File: src/rtl/pkt_gen_pkg.sv
// Shared types and constants for the packet generator.
//   mode_e    : error-injection selection carried with each packet
//   state_e   : framing FSM states (header, payload, checksum)
//   lfsr_taps : Galois feedback mask for each supported beat width
package pkt_gen_pkg;

  localparam int unsigned CNT_W = 16;

  typedef enum logic [1:0] {
    GOOD     = 2'd0,
    BAD_CSUM = 2'd1,
    BAD_LEN  = 2'd2,
    RSVD     = 2'd3
  } mode_e;

  typedef enum logic [1:0] {
    IDLE = 2'd0,
    HDR  = 2'd1,
    PAY  = 2'd2,
    CSUM = 2'd3
  } state_e;

  // Right-shifting Galois masks for maximal-length sequences.
  // The 8-bit mask matches x^8+x^6+x^5+x^4+1.
  function automatic logic [31:0] lfsr_taps(input int unsigned width);
    logic [31:0] taps;
    case (width)
      8:       taps = 32'h0000_00B8;
      16:      taps = 32'h0000_B400;
      32:      taps = 32'h8020_0003;
      default: taps = 32'h0000_00B8;
    endcase
    return taps;
  endfunction

endpackage

File: src/rtl/pkt_gen_err_inject_lfsr.sv
// Galois LFSR that supplies the packet payload words.
//   clk, rst     : clock, synchronous active-high reset (state <- SEED)
//   load         : load load_val; a zero load_val is replaced by SEED
//   load_val     : value to load
//   step         : advance the sequence by one position (load has priority)
//   state        : current LFSR value
//   state_next_c : value the register takes at the next edge (combinational)
module pkt_lfsr
  import pkt_gen_pkg::*;
#(
  parameter int unsigned        DATA_W = 8,
  parameter logic [DATA_W-1:0]  SEED   = DATA_W'('hA5)
) (
  input  logic              clk,
  input  logic              rst,
  input  logic              load,
  input  logic [DATA_W-1:0] load_val,
  input  logic              step,
  output logic [DATA_W-1:0] state,
  output logic [DATA_W-1:0] state_next_c
);

  localparam logic [DATA_W-1:0] TAPS = DATA_W'(lfsr_taps(DATA_W));

  logic [DATA_W-1:0] state_q;

  // Next value: a zero seed would lock the register, so it is swapped for SEED.
  always_comb begin
    state_next_c = state_q;
    if (load) begin
      state_next_c = (load_val == '0) ? SEED : load_val;
    end else if (step) begin
      state_next_c = {1'b0, state_q[DATA_W-1:1]} ^ (state_q[0] ? TAPS : '0);
    end
  end

  // State register.
  always_ff @(posedge clk) begin
    if (rst) begin
      state_q <= SEED;
    end else begin
      state_q <= state_next_c;
    end
  end

  assign state = state_q;

endmodule

File: src/rtl/pkt_gen_err_inject.sv
// Framed packet generator with selectable error injection.
// A packet is one header beat (payload length), L LFSR payload beats and
// one XOR checksum beat, presented on a valid/ready stream.
//   clk, rst            : clock, synchronous active-high reset
//   start, len, mode    : packet request (sampled in IDLE only)
//   seed_load, seed     : LFSR reseed (honoured in IDLE only)
//   out_data/valid/ready/sop/eop : output beat stream
//   busy                : packet in flight
//   pkt_cnt, err_cnt    : saturating completed / corrupted packet counts
module pkt_gen_err_inject
  import pkt_gen_pkg::*;
#(
  parameter int unsigned       DATA_W    = 8,
  parameter int unsigned       MAX_LEN   = 16,
  parameter int unsigned       LEN_W     = $clog2(MAX_LEN + 1),
  parameter logic [DATA_W-1:0] LFSR_SEED = DATA_W'('hA5)
) (
  input  logic              clk,
  input  logic              rst,
  input  logic              start,
  input  logic [LEN_W-1:0]  len,
  input  logic [1:0]        mode,
  input  logic              seed_load,
  input  logic [DATA_W-1:0] seed,
  output logic [DATA_W-1:0] out_data,
  output logic              out_valid,
  input  logic              out_ready,
  output logic              out_sop,
  output logic              out_eop,
  output logic              busy,
  output logic [CNT_W-1:0]  pkt_cnt,
  output logic [CNT_W-1:0]  err_cnt
);

  localparam logic [LEN_W-1:0] MAX_LEN_L = LEN_W'(MAX_LEN);

  state_e            state_q, state_d;
  mode_e             mode_q, mode_d;
  logic [LEN_W-1:0]  rem_q, rem_d;
  logic [DATA_W-1:0] csum_q, csum_d;

  logic [DATA_W-1:0] out_data_d;
  logic              out_valid_d;
  logic              out_sop_d;
  logic              out_eop_d;
  logic              busy_d;
  logic [CNT_W-1:0]  pkt_cnt_d;
  logic [CNT_W-1:0]  err_cnt_d;

  logic              accept_c;
  mode_e             mode_in_c;
  logic [LEN_W-1:0]  len_eff_c;
  logic [DATA_W-1:0] hdr_c;
  logic [DATA_W-1:0] pay_xor_c;
  logic              lfsr_load_c;
  logic              lfsr_step_c;
  logic [DATA_W-1:0] lfsr_state;
  logic [DATA_W-1:0] lfsr_next_c;

  assign accept_c  = out_valid & out_ready;
  assign mode_in_c = mode_e'(mode);
  assign len_eff_c = (len > MAX_LEN_L) ? MAX_LEN_L : len;

  // Header carries the clamped length; BAD_LEN overstates it by one.
  assign hdr_c = DATA_W'(len_eff_c) +
                 {{(DATA_W-1){1'b0}}, (mode_in_c == BAD_LEN)};

  // Running checksum including the payload beat currently on the bus.
  assign pay_xor_c = csum_q ^ out_data;

  assign lfsr_load_c = (state_q == IDLE) & seed_load;
  assign lfsr_step_c = (state_q == PAY) & accept_c;

  pkt_lfsr #(
    .DATA_W (DATA_W),
    .SEED   (LFSR_SEED)
  ) u_lfsr (
    .clk          (clk),
    .rst          (rst),
    .load         (lfsr_load_c),
    .load_val     (seed),
    .step         (lfsr_step_c),
    .state        (lfsr_state),
    .state_next_c (lfsr_next_c)
  );

  // Next-state and registered-output logic.
  always_comb begin
    state_d     = state_q;
    mode_d      = mode_q;
    rem_d       = rem_q;
    csum_d      = csum_q;
    out_data_d  = out_data;
    out_valid_d = out_valid;
    out_sop_d   = out_sop;
    out_eop_d   = out_eop;
    pkt_cnt_d   = pkt_cnt;
    err_cnt_d   = err_cnt;

    case (state_q)
      IDLE: begin
        if (start && (len != '0)) begin
          state_d     = HDR;
          mode_d      = mode_in_c;
          rem_d       = len_eff_c;
          csum_d      = hdr_c;
          out_data_d  = hdr_c;
          out_valid_d = 1'b1;
          out_sop_d   = 1'b1;
          out_eop_d   = 1'b0;
        end
      end

      HDR: begin
        // LFSR does not step on the header, so its current value is payload beat 0.
        if (accept_c) begin
          state_d    = PAY;
          out_sop_d  = 1'b0;
          out_data_d = lfsr_state;
        end
      end

      PAY: begin
        if (accept_c) begin
          csum_d = pay_xor_c;
          if (rem_q == LEN_W'(1)) begin
            state_d    = CSUM;
            out_eop_d  = 1'b1;
            out_data_d = pay_xor_c ^
                         {{(DATA_W-1){1'b0}}, (mode_q == BAD_CSUM)};
          end else begin
            rem_d      = rem_q - LEN_W'(1);
            out_data_d = lfsr_next_c;
          end
        end
      end

      CSUM: begin
        if (accept_c) begin
          state_d     = IDLE;
          out_valid_d = 1'b0;
          out_eop_d   = 1'b0;
          out_data_d  = '0;
          if (pkt_cnt != '1) begin
            pkt_cnt_d = pkt_cnt + CNT_W'(1);
          end
          if (((mode_q == BAD_CSUM) || (mode_q == BAD_LEN)) && (err_cnt != '1)) begin
            err_cnt_d = err_cnt + CNT_W'(1);
          end
        end
      end

      default: begin
        state_d = IDLE;
      end
    endcase

    busy_d = (state_d != IDLE);
  end

  // State and output registers.
  always_ff @(posedge clk) begin
    if (rst) begin
      state_q   <= IDLE;
      mode_q    <= GOOD;
      rem_q     <= '0;
      csum_q    <= '0;
      out_data  <= '0;
      out_valid <= 1'b0;
      out_sop   <= 1'b0;
      out_eop   <= 1'b0;
      busy      <= 1'b0;
      pkt_cnt   <= '0;
      err_cnt   <= '0;
    end else begin
      state_q   <= state_d;
      mode_q    <= mode_d;
      rem_q     <= rem_d;
      csum_q    <= csum_d;
      out_data  <= out_data_d;
      out_valid <= out_valid_d;
      out_sop   <= out_sop_d;
      out_eop   <= out_eop_d;
      busy      <= busy_d;
      pkt_cnt   <= pkt_cnt_d;
      err_cnt   <= err_cnt_d;
    end
  end

endmodule

File: config.mk
export PLATFORM = sky130hd
export DESIGN_NAME = pkt_gen_err_inject
export DESIGN_NICKNAME = d
export VERILOG_FILES = /design/src/rtl/pkt_gen_pkg.sv /design/src/rtl/pkt_gen_err_inject_lfsr.sv /design/src/rtl/pkt_gen_err_inject.sv
export SDC_FILE = /design/constraint.sdc
export NUM_CORES = 1
export LEC_CHECK = 0
export ABC_AREA = 1
export CORE_MARGIN = 5
export CORE_UTILIZATION = 55
export DETAILED_ROUTE_END_ITERATION = 6
export PLACE_DENSITY = 0.81
export SYNTH_ARGS = -nofsm -noshare
export SYNTH_HDL_FRONTEND = slang
export SYNTH_HIERARCHICAL = 1
export SYNTH_SLANG_ARGS = --single-unit
export TNS_END_PERCENT = 5
File: constraint.sdc
create_clock -name clk -period 1.8 [get_ports clk]
set_input_delay 0.18 -clock clk [delete_from_list [all_inputs] [get_ports clk]]
set_output_delay 0.18 -clock clk [all_outputs]
set_load 0.01 [all_outputs]
==> impl_results.md, run 1 <==
- DR WL/cell: 12.97 um
- Hold Path Class: register to register
- Post-synth top flop: dfxtp_1
- # setup viols final: 0
- # diodes: 0
- Endpoint type of the worst setup path: register
- Max Cap Viol: 0
- Worst Slack Setup Final: 0.1770 ns
- Hold Crit Depth: 2
- Clk network pwr share: 35.8%
- Global-route wire length before repair: 19,920 um
- Clock skew: 0.01015 ns
- IO Port Bufs: 63
- Fin cells: 899
- Row cnt: 32
- Worst Path Required: 2.08 ns
- GRT overflow: 0
- Synthesis-stage register bit count: 69
- Startpoint Class: input pin
- Largest net degree at the start of global routing: 37
- DRC viols: 0
- Hold Path Sink: mode_q[0]
- Post-synth EDFFs: 0
- CP Max Fanout: 2
- Synth top cells by count: nand2_1, nor2_1, dfxtp_1
- Post-DR vias/cell: 5.350
- Multi-input logic area: 2527 um2
- Htree depth: 3
- Inst Count DP: 883
- Tcrit/Tclk final: 90.16%
- Ys Warns: 6
- Reg area: 1388 um2
- Cell taking the most area after synthesis: dfxtp_1
- # Post-CTS Setup Buffers: 0
- Initial antenna violation count: 0
- Top Ports: 64
- CTS tree: done
- Leak: 2.328 nW
- TNS Setup: 0 ns
- Worst R2R Setup Slack: 0.19 ns
- FMAX: 0.6162 GHz
- RSZ-0062 raised after global routing: no
- P_sw: 1.092 mW
- Cell Pwr Density: 668.2 nW/um2
- Drt initial violations: 275
- Dpl ws: -0.1389 ns
- Status: finished, final reports clean
- Final hold violations: 0
- HPWL after detailed placement: 8836 um
- Pwr Total: 3.696 mW
- Clock sinks: 69
- Worst Tran Pin Value: 0.5477 ns
- Part of the power in registers: 45.2%
- Width of the die: 98.57 um
- Clock transition at path regs: 0.08 ns
- Largest cells by area after synthesis: dfxtp_1, nand2_1, nor2_1
- Synthesized net count: 719
- P_int: 2.604 mW
- CP Data Arrival Time: 1.91 ns
- Max Buffers Root-to-Sink: 2
- Reg2Reg Depth: 14
- DRT Pass-1 Iters: 6
- Layout Nets: 819
- Max_slew headroom: 63.35%
- Combinational power share: 19.0%
- P&R area growth vs syn: 28.22%
- Layout cells sized above 1: 12.30%
- Die Area: 9715 um2
- Top-count cell post-synth: nand2_1
- WS Path Type: input pin to register
- Min-delay src: mode_q[0]
- Seq/Total Area, Yosys: 32.02%
- Final Core Density: 71.96%
- Core area: 7687 um2
- Worst VDD drop: 0.0005471 V
- WL final: 11,660 um
- Die H: 98.57 um
- Total track usage: 24.17%
- Shortest period the worst path allows: 1.623 ns
- Top-area cell type share of the netlist area: 32.02%
- Initial Utilization: 56.12%
- Num CTS Buffers: 9
- Vias in the first global route: 4,578
- Max-slew violation count: 0
- Worst r2r dst: out_data[4]
- Post-synth ARST share: 0%
- Post-Syn Area per Cell: 6.234 um2
- Clock latency on the worst-skew pair: 0.35 ns
- Netlist cell types: 37
- Antenna Nets Post-Route: 0
- Mapped Area: 4314 um2
- Root buffer selected by CTS: clkbuf_8
- Worst r2r src: state_q[1]
- Syn Inst Count: 692
- Gpl congestion: 0.9556
- Fill count: 656
- Switch share: 29.54%
- Vias: 4,810
==> critical path: stages <==
cell and delay [ns]:
clkdlybuf4s50_1 0.45, nor2_1 0.18, nand2_1 0.06, a21boi_0 0.26
ha_1 0.25, nand3_1 0.09, nand2_1 0.06, inv_1 0.06
o21ai_0 0.15, nor2_1 0.07, nor2_1 0.10
==> routing by layer <==
layer	track usage [%]	wire length, um	vias up
met5	0	0	-
met4	8.718	190	0
met3	3.468	704	22
met2	42.54	5628	166
met1	30.01	5137	2227
li1	-	-	2395
==> sequential cells by signal, summed over array words and instances, names as in the netlist <==
name and count:
rem_q 5, csum_q 8, state_q 2, pkt_cnt 16
u_lfsr/state 8, mode_q 2, out_eop 1, out_sop 1
err_cnt 16, busy 1, out_data 8, out_valid 1
==> metrics by stage <==
step	hold WS [ns]	area, um2
finish	0.4614	5532
floorplan	0.2524	4314
detailed placement	0.4497	5315
global placement	0.4365	5315
CTS	0.4608	5523
global route	0.5087	5532
==> cell type report <==
class / instances / share of cell area, %
inverter: 72 / 4.931
multi-input combinational: 530 / 45.69
clock buffer: 10 / 2.488
timing repair buffer: 110 / 18.23
sequential: 69 / 25.08
clock inverter: 6 / 1.267
tap: 102 / 2.307
==> power groups by stage <==
stage          sequential, mW  combinational [mW]  clock (mW)
2_1_floorplan            1.70               0.407           0
5_1_grt                  1.68               0.781        1.42
3_5_place_dp             1.71               0.688           0
3_3_place_gp             1.70               0.668           0
6_report                 1.67               0.701        1.32
4_1_cts                  1.67               0.695        1.34
==> logic make-up (layout without fill, tap and decap cells) <==
group / after synthesis / after routing / synth area share [%]
and+or+nand+nor: 418 / 418 / 42.08
buffers and inverters: 93 / 198 / 9.455
AOI/OAI and AO/OA: 90 / 90 / 11.37
DFF: 69 / 69 / 32.02
xor gates and xnor gates: 15 / 15 / 3.045
adders and majority gates: 7 / 7 / 2.030
==> what timing repair did <==
action / CTS / global route
setup endpoints to repair: 0 / 16
hold buffers: 0 / 0
resized for setup: 0 / 6
==> placed cells by master (no fill, tap or decap), types with 3 or more instances in the layout <==
| master | Yosys | final |
|---|---|---|
| nand4_1 | 10 | 10 |
| nand3_1 | 53 | 53 |
| inv_2 | 5 | 6 |
| clkdlybuf4s50_1 | 0 | 63 |
| nor2_2 | 3 | 4 |
| nand3b_1 | 4 | 4 |
| xor2_1 | 11 | 11 |
| ha_1 | 7 | 7 |
| nor3_1 | 3 | 3 |
| xnor2_1 | 4 | 4 |
| o21ai_0 | 42 | 42 |
| inv_1 | 66 | 65 |
| clkinvlp_4 | 0 | 3 |
| nand2_1 | 214 | 214 |
| a21oi_1 | 35 | 35 |
| dfxtp_1 | 69 | 66 |
| nor2_4 | 3 | 3 |
| o211ai_1 | 3 | 3 |
| clkbuf_8 | 0 | 10 |
| nor2_1 | 113 | 112 |
| a21oi_2 | 5 | 5 |
| buf_4 | 5 | 45 |
==> worst max-delay path by stage <==
stage	endpoint	startpoint	slack, ns	depth (start not counted)
after floorplan	out_data[2]	out_valid	0.004	15
after global placement	out_data[2]	out_ready	-0.06	15
after detailed placement	csum_q[4]	len[3]	-0.14	11
after CTS	out_data[4]	state_q[1]	0.04	15
after global routing	out_data[4]	state_q[1]	0.03	15
final	csum_q[4]	len[3]	0.18	11
Note: power is estimated with default switching activity, not from simulation.
==> run 2: changes to the inputs <==
SLEW_MARGIN = 20   (was default)
==> results of run 2 <==
Final layout, timing and power as in run 1 (identical DEF).
